## config.mk

```make
export PLATFORM = sky130hd
export DESIGN_NAME = rv_decode_stage
export DESIGN_NICKNAME = d
export VERILOG_FILES = /design/src/rtl/rv_decode_stage.sv
export SDC_FILE = /design/constraint.sdc
export NUM_CORES = 1
export LEC_CHECK = 0
export BUFFER_PORTS_ARGS = -buffer_cell sky130_fd_sc_hd__buf_2
export CAP_MARGIN = 0
export CORE_MARGIN = 3
export CORE_UTILIZATION = 48
export DETAILED_ROUTE_END_ITERATION = 10
export GPL_TIMING_DRIVEN = 1
export PLACE_DENSITY = 0.8
export SKIP_CTS_REPAIR_TIMING = 1
export SLEW_MARGIN = 40
export SYNTH_ARGS = -nofsm -noshare
export SYNTH_HDL_FRONTEND = slang
export SYNTH_SLANG_ARGS = --single-unit
```

## constraint.sdc

```tcl
create_clock -name clk -period 3.23 [get_ports clk]
set_input_delay 0 -clock clk [delete_from_list [all_inputs] [get_ports clk]]
set_output_delay 0 -clock clk [all_outputs]
set_load 0.05 [all_outputs]
```

## src/rtl/rv_decode_stage.sv

```systemverilog
// Registered RV32I/RV64I integer decode stage with valid/ready handshakes on both sides.
// Latency 1 cycle; in_ready = !out_valid || out_ready, so the bundle holds while downstream stalls.
module rv_decode_stage #(
    parameter int XLEN      = 32,
    parameter int ILL_CNT_W = 8
) (
    input  logic                 clk,
    input  logic                 rst,
    input  logic                 flush,
    input  logic                 in_valid,
    output logic                 in_ready,
    input  logic [31:0]          in_instr,
    input  logic [XLEN-1:0]      in_pc,
    output logic                 out_valid,
    input  logic                 out_ready,
    output logic [XLEN-1:0]      out_pc,
    output logic [4:0]           out_alu_op,
    output logic [4:0]           out_rs1,
    output logic [4:0]           out_rs2,
    output logic [4:0]           out_rd,
    output logic [XLEN-1:0]      out_imm,
    output logic                 out_alu_src,
    output logic                 out_reg_write,
    output logic                 out_reg_read,
    output logic                 out_illegal,
    output logic [ILL_CNT_W-1:0] ill_count
);
    localparam int SHW = (XLEN == 64) ? 6 : 5;

    logic            accept;
    logic [6:0]      opcode;
    logic [2:0]      funct3;
    logic [6:0]      funct7;
    logic [SHW-1:0]  shamt;
    logic            sh_hi_zero;
    logic            sh_hi_sra;
    logic [XLEN-1:0] imm_i;
    logic [XLEN-1:0] imm_u;
    logic [XLEN-1:0] imm_sh;

    logic [4:0]      d_alu_op;
    logic [4:0]      d_rs1;
    logic [4:0]      d_rs2;
    logic [4:0]      d_rd;
    logic [XLEN-1:0] d_imm;
    logic            d_alu_src;
    logic            d_reg_write;
    logic            d_reg_read;
    logic            d_legal;

    assign in_ready = !out_valid || out_ready;
    assign accept   = in_valid && in_ready;
    assign opcode   = in_instr[6:0];
    assign funct3   = in_instr[14:12];
    assign funct7   = in_instr[31:25];
    assign shamt    = in_instr[20 +: SHW];

    // At XLEN=64 bit 25 belongs to shamt; at XLEN=32 it must be zero.
    always_comb begin
        if (XLEN == 64) begin
            sh_hi_zero = (in_instr[31:26] == 6'b000000);
            sh_hi_sra  = (in_instr[31:26] == 6'b010000);
        end else begin
            sh_hi_zero = (in_instr[31:25] == 7'b0000000);
            sh_hi_sra  = (in_instr[31:25] == 7'b0100000);
        end
    end

    always_comb begin
        imm_i        = {XLEN{in_instr[31]}};
        imm_i[11:0]  = in_instr[31:20];
        imm_u        = {XLEN{in_instr[31]}};
        imm_u[31:0]  = {in_instr[31:12], 12'b0};
        imm_sh       = '0;
        imm_sh[SHW-1:0] = shamt;
    end

    always_comb begin
        d_alu_op    = 5'd0;
        d_rs1       = 5'd0;
        d_rs2       = 5'd0;
        d_rd        = 5'd0;
        d_imm       = '0;
        d_alu_src   = 1'b0;
        d_reg_write = 1'b0;
        d_reg_read  = 1'b0;
        d_legal     = 1'b0;
        case (opcode)
            7'b0110011: begin
                d_rs1       = in_instr[19:15];
                d_rs2       = in_instr[24:20];
                d_rd        = in_instr[11:7];
                d_reg_read  = 1'b1;
                d_reg_write = 1'b1;
                d_legal     = (funct7 == 7'b0000000) ||
                              (funct7 == 7'b0100000 && (funct3 == 3'b000 || funct3 == 3'b101));
                case (funct3)
                    3'b000:  d_alu_op = funct7[5] ? 5'd2 : 5'd0;
                    3'b001:  d_alu_op = 5'd9;
                    3'b010:  d_alu_op = 5'd15;
                    3'b011:  d_alu_op = 5'd17;
                    3'b100:  d_alu_op = 5'd3;
                    3'b101:  d_alu_op = funct7[5] ? 5'd13 : 5'd11;
                    3'b110:  d_alu_op = 5'd5;
                    default: d_alu_op = 5'd7;
                endcase
            end
            7'b0010011: begin
                d_rs1       = in_instr[19:15];
                d_rd        = in_instr[11:7];
                d_alu_src   = 1'b1;
                d_reg_read  = 1'b1;
                d_reg_write = 1'b1;
                d_imm       = imm_i;
                d_legal     = 1'b1;
                case (funct3)
                    3'b000:  d_alu_op = 5'd1;
                    3'b010:  d_alu_op = 5'd16;
                    3'b011:  d_alu_op = 5'd18;
                    3'b100:  d_alu_op = 5'd4;
                    3'b110:  d_alu_op = 5'd6;
                    3'b111:  d_alu_op = 5'd8;
                    3'b001: begin
                        d_alu_op = 5'd10;
                        d_imm    = imm_sh;
                        d_legal  = sh_hi_zero;
                    end
                    default: begin
                        d_alu_op = in_instr[30] ? 5'd14 : 5'd12;
                        d_imm    = imm_sh;
                        d_legal  = sh_hi_zero || sh_hi_sra;
                    end
                endcase
            end
            7'b0110111, 7'b0010111: begin
                d_rd        = in_instr[11:7];
                d_alu_src   = 1'b1;
                d_reg_write = 1'b1;
                d_imm       = imm_u;
                d_alu_op    = opcode[5] ? 5'd19 : 5'd20;
                d_legal     = 1'b1;
            end
            default: d_legal = 1'b0;
        endcase
        // Illegal bundles carry nothing but the flag and the PC.
        if (!d_legal) begin
            d_alu_op    = 5'd0;
            d_rs1       = 5'd0;
            d_rs2       = 5'd0;
            d_rd        = 5'd0;
            d_imm       = '0;
            d_alu_src   = 1'b0;
            d_reg_write = 1'b0;
            d_reg_read  = 1'b0;
        end
    end

    always_ff @(posedge clk or posedge rst) begin
        if (rst) begin
            out_valid     <= 1'b0;
            out_pc        <= '0;
            out_alu_op    <= 5'd0;
            out_rs1       <= 5'd0;
            out_rs2       <= 5'd0;
            out_rd        <= 5'd0;
            out_imm       <= '0;
            out_alu_src   <= 1'b0;
            out_reg_write <= 1'b0;
            out_reg_read  <= 1'b0;
            out_illegal   <= 1'b0;
            ill_count     <= '0;
        end else if (flush) begin
            out_valid <= 1'b0;
        end else if (accept) begin
            out_valid     <= 1'b1;
            out_pc        <= in_pc;
            out_alu_op    <= d_alu_op;
            out_rs1       <= d_rs1;
            out_rs2       <= d_rs2;
            out_rd        <= d_rd;
            out_imm       <= d_imm;
            out_alu_src   <= d_alu_src;
            out_reg_write <= d_reg_write;
            out_reg_read  <= d_reg_read;
            out_illegal   <= !d_legal;
            if (!d_legal && ill_count != {ILL_CNT_W{1'b1}})
                ill_count <= ill_count + ILL_CNT_W'(1);
        end else if (out_ready) begin
            out_valid <= 1'b0;
        end
    end
endmodule
```

==> impl_metrics.yaml, run 1 <==
cells_and_area:
  layout.cells.most_common: "sky130_fd_sc_hd__buf_2"
  num-nets-final: 683
  most-common-layout-cells: "sky130_fd_sc_hd__buf_2, sky130_fd_sc_hd__nand2_1, sky130_fd_sc_hd__dfrtp_1, sky130_fd_sc_hd__dlygate4sd3_1, sky130_fd_sc_hd__a221o_1"
  syn2layout_area_growth_pct: 40.9
  area_of_the_multi_input_gates_mm2: 0.00151
  layout-drive-gt1-share: 0.325
  num-fill-cells: 561
  num_antenna_cells: 0
  regArea_mm2: 0.00243
worst_setup_path:
  cp_cell_sequence: "dlygate4sd3_1 -> buf_2 -> nor4_2 -> o211ai_1 -> a2111oi_4 -> buf_4 -> o21ai_2 -> o31ai_1"
  crit_path_top_delay_cell: "sky130_fd_sc_hd__a2111oi_4"
  timing.reg2reg.worst_path_depth: 7
  critPathMaxFanout: 10
  data_arrival_time_of_the_critical_path_ps: 2770
  worstPathRequired_ps: 3480
  rrSetupSlack_ps: 1010
  worst-path-stages: 8
  setup.worst_path.class: "primary input to register"
  critical-path-top-delay-family: "compound AO/OA/AOI/OAI gates"
  timing.critical_path.from_type: "primary input"
  worst_setup_path_end_kind: "register"
  endpoint_of_the_most_critical_register_to_register_path: "out_imm[28]"
  critical_path_buf_inv_count: 3
  critical-path-max-stage-delay_ps: 680
  r2r-start: "out_valid"
power:
  ir_drop_v: 0.000291
  p_leak_nw: 3.12
  cellPowerDensity_mw_per_mm2: 510
  power.total_mw: 2.93
worst_hold_path:
  min_delay_path_depth: 2
  hold_end: "out_imm[30]"
  worst_hold_startpoint: "in_instr[30]"
  worst_hold_path_type: "primary input to register"
placed_design:
  place.detailed.hpwl_um: 7660
  count_of_buffers_inserted_at_the_top_level_ports: 166
  globalplace.congestion: 0.865
clock_tree:
  cts.sink_count: 97
  worst_setup_hold_path_clk_slew_ps: 90
  clock_tree.buffer_depth: 2
  clock_latency_ps: 350
  cts_made_buffers: 9
  cts_tree: "yes"
  h-tree-depth: 3
  clock-root-buffer: "sky130_fd_sc_hd__clkbuf_8"
synth:
  synth_top_area_cell: "sky130_fd_sc_hd__dfrtp_1"
  synth-edff-count: 0
  synth-async-reset-ratio: 1.00
  yosysSeqAreaShare: 0.596
  synth_flop_cell: "sky130_fd_sc_hd__dfrtp_1"
  synth_top_cell_area_share: 0.596
  synth_seq_cells: 97
  post_synth_instance_area_mm2: 0.00407
  post_syn_area_per_cell_um2: 10.2
  post_synth_inst_count: 401
  synth_warnings: 0
  biggest_area_contributors_in_the_synthesized_netlist: "sky130_fd_sc_hd__dfrtp_1, sky130_fd_sc_hd__nand2_1, sky130_fd_sc_hd__a221o_1"
  netlist-cell-type-count: 45
  synth_fp_nets: 471
floorplan:
  floorplan.initialDensity: 0.511
  std_cell_rows: 32
  core_mm2: 0.00797
  die_w_um: 98.1
  die_h_um: 98.1
  design.die.area_mm2: 0.00962
  floorplan.io_pins: 167
drt:
  routed_wl_per_cell_um: 16.8
  final_antenna_net_count: 0
  post_drt_via_cell_ratio: 5.36
  drt_first_iter_violations: 298
  final_wirelength_um: 12100
  drt_pass1_iterations: 5
  count_of_unresolved_drc_violations_after_routing: 0
  vias: 3861
global_routing:
  wire_length_of_the_first_global_routing_pass_um: 17700
  grt_use_total: 0.228
  grt_antenna_before_repair: 0
  first_global_vias: 3517
  globalRouteOverflowTotal: 0
  largest_net_degree_at_the_start_of_global_routing: 98
sta:
  skew_ps: 12.6
  slew_headroom: 0.480
  final_min_period_over_clock_period: 0.780
  hold_viol: 0
  total_setup_violations_reported_at_the_end_of_the_flow: 0
  final_max_slew_viol_count: 0
  period_needed_ps: 2520
  rsz0062_at_grt: "false"
  maxClockFrequency_mhz: 397
  sum_of_negative_setup_slack_ps: 0
  worst_pin_slew_ps: 780
run_status:
  run_status: "finished, final reports clean"
flow_run:
  drv_cap: 0
metal layers:
metal,up-vias,track usage,part of all wire
li1,1787,-,-
met1,1857,0.300,0.41
met2,181,0.378,0.50
met3,36,0.0457,0.065
met4,0,0.0756,0.033
met5,-,0,0
report_power, final:
group / total (mW) / switching (mW) / internal (mW)
sequential: 1.39 / 0.0792 / 1.31
clock: 0.727 / 0.441 / 0.286
combinational: 0.807 / 0.589 / 0.217
total: 2.93 / 1.11 / 1.82
flip-flops by register name, summed over array words and instances, names as in the netlist:
signal	flops
out_imm	32
out_rs2	5
out_reg_read	1
out_alu_src	1
out_reg_write	1
out_pc	32
ill_count	8
out_rs1	5
out_rd	5
out_illegal	1
out_valid	1
out_alu_op	5
logic make-up (layout without fill, tap and decap cells):
| group | after synthesis | after routing | share of synthesized area |
|---|---|---|---|
| xor gates and xnor gates | 9 | 9 | 0.0194 |
| and+or+nand+nor | 183 | 183 | 0.195 |
| DFF | 97 | 97 | 0.596 |
| muxes | 1 | 1 | 0.00277 |
| AOI/OAI and AO/OA | 71 | 71 | 0.145 |
| adders and majority gates | 1 | 1 | 0.00307 |
| buffers and inverters | 39 | 256 | 0.0387 |
Yosys cell counts (2+ instances only):
library cell and count:
sky130_fd_sc_hd__a22o_1 11, sky130_fd_sc_hd__nor4_1 6, sky130_fd_sc_hd__xor2_1 8, sky130_fd_sc_hd__buf_1 3, sky130_fd_sc_hd__nand2_1 134, sky130_fd_sc_hd__inv_1 11, sky130_fd_sc_hd__o21ai_0 7, sky130_fd_sc_hd__nor3_1 4
sky130_fd_sc_hd__nor4b_1 3, sky130_fd_sc_hd__dfrtp_1 97, sky130_fd_sc_hd__nor2b_1 3, sky130_fd_sc_hd__nand2b_1 2, sky130_fd_sc_hd__a221o_1 19, sky130_fd_sc_hd__buf_2 3, sky130_fd_sc_hd__a21oi_1 4, sky130_fd_sc_hd__o21ai_1 9
sky130_fd_sc_hd__nor2_1 10, sky130_fd_sc_hd__clkbuf_1 21, sky130_fd_sc_hd__o31ai_1 7, sky130_fd_sc_hd__o211ai_1 4, sky130_fd_sc_hd__nand3_1 11
final cells by class:
| type | instances | share of cell area |
|---|---|---|
| clock buffer | 9 | 0.0216 |
| clock inverter | 7 | 0.00938 |
| inverter | 11 | 0.00764 |
| multi-input combinational | 265 | 0.263 |
| sequential | 97 | 0.423 |
| tap | 102 | 0.0223 |
| timing repair buffer | 229 | 0.253 |
stage by stage:
stage / cells / setup slack [ps] / area, µm² / utilization / hold WS (ps)
after global placement: 647 / 1060 / 4970 / 0.624 / 68.4
after floorplan: 401 / 696 / 4070 / - / 66.4
final: 720 / 709 / 5740 / 0.720 / 41.4
after global routing: 720 / 564 / 5740 / 0.720 / 43.0
after CTS: 663 / 1010 / 5160 / 0.647 / -316
after detailed placement: 647 / 989 / 4980 / 0.625 / 84.3
how the worst max path moves through the flow:
| stage | start | endpoint | slack, ps |
|---|---|---|---|
| 2_1_floorplan | rst | ill_count[0] | 700 |
| 3_3_place_gp | out_valid | out_imm[31] | 1060 |
| 3_5_place_dp | in_instr[25] | out_alu_op[3] | 990 |
| 4_1_cts | out_valid | out_imm[29] | 1010 |
| 5_1_grt | in_instr[25] | out_alu_op[3] | 560 |
| 6_report | in_instr[25] | out_alu_op[3] | 710 |
No activity file was read; power rests on OpenSTA's default activity.
==> run 2, diff against run 1 <==
CORE_UTILIZATION = 43   (was 48)
PLACE_DENSITY = 0.75   (was 0.8)
clock period = 2.25 ns   (was 3.23 ns; I/O delays follow)
==> run 2 against run 1 <==
- combinational power is 43% higher
- power is 47% higher
- sequential share of layout area is 0.72 points lower
- first-iteration DRC count is 54% lower
- wire length is 3.6% lower
- cell count is 4.2% higher
- global-route usage is 3.0 points lower
- highest routed layer is now met5
- core utilization is 6.9 points lower
- clock skew is 3.9 ps lower
- clock power is 57% higher
==> impl_metrics.yaml, run 2 (same netlist as run 1, synthesis figures left out) <==
worst_setup_path:
  setup.worst_path.class: "primary input to register"
  data_arrival_time_of_the_critical_path_ps: 2300
  timing.critical_path.from_type: "primary input"
  worstPathRequired_ps: 2500
  cp_cell_sequence: "dlygate4sd3_1 -> buf_2 -> or3b_1 -> or4b_4 -> a21oi_4 -> nor2_2 -> o41ai_2"
  worst_setup_path_end_kind: "register"
  crit_start: "in_instr[31]"
  r2r-start: "out_valid"
  crit_path_top_delay_cell: "sky130_fd_sc_hd__dlygate4sd3_1"
  critical-path-max-stage-delay_ps: 540
  critPathMaxFanout: 11
floorplan:
  design.die.area_mm2: 0.0107
  floorplan.io_pins: 167
  std_cell_rows: 34
  core_mm2: 0.00898
  die_w_um: 103
  floorplan.initialDensity: 0.453
  die_h_um: 103
worst_hold_path:
  worst_hold_startpoint: "in_instr[30]"
  worst_hold_path_type: "primary input to register"
cells_and_area:
  num_antenna_cells: 0
  layout.cells.most_common: "sky130_fd_sc_hd__buf_2"
  most-common-layout-cells: "sky130_fd_sc_hd__buf_2, sky130_fd_sc_hd__nand2_1, sky130_fd_sc_hd__dfrtp_1, sky130_fd_sc_hd__dlygate4sd3_1, sky130_fd_sc_hd__a221o_1"
  syn2layout_area_growth_pct: 43.4
  layout_top_registers: "out_imm: 32 flops, out_pc: 32 flops, ill_count: 8 flops"
  num-nets-final: 689
  layout-drive-gt1-share: 0.333
  num-fill-cells: 732
sta:
  final_max_slew_viol_count: 0
  slew_headroom: 0.483
  total_setup_violations_reported_at_the_end_of_the_flow: 0
  fin_hold_ws_ps: 6.33
  maxClockFrequency_mhz: 486
  skew_ps: 8.70
  worst_pin_slew_ps: 771
  final_min_period_over_clock_period: 0.914
  period_needed_ps: 2060
  hold_viol: 0
  sum_of_negative_setup_slack_ps: 0
  rsz0062_at_grt: "false"
global_routing:
  first_global_vias: 3377
  grt_use_total: 0.198
  grt_antenna_before_repair: 1
  wire_length_of_the_first_global_routing_pass_um: 16500
  largest_net_degree_at_the_start_of_global_routing: 98
  globalRouteOverflowTotal: 0
clock_tree:
  clock-root-buffer: "sky130_fd_sc_hd__clkbuf_8"
  h-tree-depth: 3
  clock_tree.buffer_depth: 2
  cts_tree: "yes"
  cts.sink_count: 97
  worst_setup_hold_path_clk_slew_ps: 90
  cts_made_buffers: 9
  clock_latency_ps: 350
drt:
  post_drt_via_cell_ratio: 5.06
  drt_first_iter_violations: 136
  count_of_unresolved_drc_violations_after_routing: 0
  drt_pass1_iterations: 4
  vias: 3796
  final_wirelength_um: 11600
  final_antenna_net_count: 0
  routed_wl_per_cell_um: 15.5
flow_run:
  drv_cap: 0
placed_design:
  globalplace.congestion: 0.864
  count_of_buffers_inserted_at_the_top_level_ports: 166
  place.detailed.hpwl_um: 7710
run_status:
  run_status: "finished, final reports clean"
power:
  ir_drop_v: 0.000358
  cellPowerDensity_mw_per_mm2: 735
  p_leak_nw: 3.15
## run 2: final timing paths
path / endpoint / cells after the start / slack, ps
min in group asynchronous: out_pc[2] / 4 / 320
hold reg to reg: out_imm[0] / 2 / 470
max in group asynchronous: out_valid / 4 / 1510
setup / recovery: out_alu_op[1] / 7 / 190
setup reg to reg: out_imm[15] / 6 / 320
hold / removal: out_imm[10] / 2 / 6
## run 2: worst max-delay path: cells and delay by family
family / cells / cell delay (ps)
simple gates: 3 / 1050
buf+inv: 2 / 690
compound gates: 2 / 550
## run 2: metal layers
metal | track usage | wire length, µm | up-vias | share of wire
met4 | 0.0687 | 292 | 2 | 0.025
met1 | 0.274 | 5010 | 1823 | 0.43
li1 | - | - | 1802 | -
met2 | 0.310 | 5710 | 138 | 0.49
met5 | 0 | 11 | - | 0.00095
met3 | 0.0416 | 602 | 31 | 0.052
## run 2: area by class of cell
| class | instances | area [µm²] | area share |
|---|---|---|---|
| clock buffer | 10 | 138 | 0.0236 |
| inverter | 11 | 45.0 | 0.00772 |
| timing repair buffer | 235 | 1500 | 0.257 |
| clock inverter | 6 | 67.6 | 0.0116 |
| sequential | 97 | 2430 | 0.416 |
| multi-input combinational | 265 | 1500 | 0.257 |
| tap | 126 | 158 | 0.0270 |
## run 2: metrics by stage
stage,util,std cells,cell area (µm²),setup slack [ps],power [mW]
floorplan,-,401,4080,23.4,2.79
global placement,0.565,678,5070,313,3.09
detailed placement,0.565,678,5070,205,3.11
CTS,0.588,694,5280,285,4.26
global route,0.650,750,5840,137,4.49
finish,0.650,750,5840,194,4.29
## run 2: power breakdown
| part | switching (mW) | total [mW] | internal (mW) |
|---|---|---|---|
| combinational | 0.839 | 1.15 | 0.315 |
| sequential | 0.114 | 2.00 | 1.89 |
| clock | 0.594 | 1.14 | 0.544 |
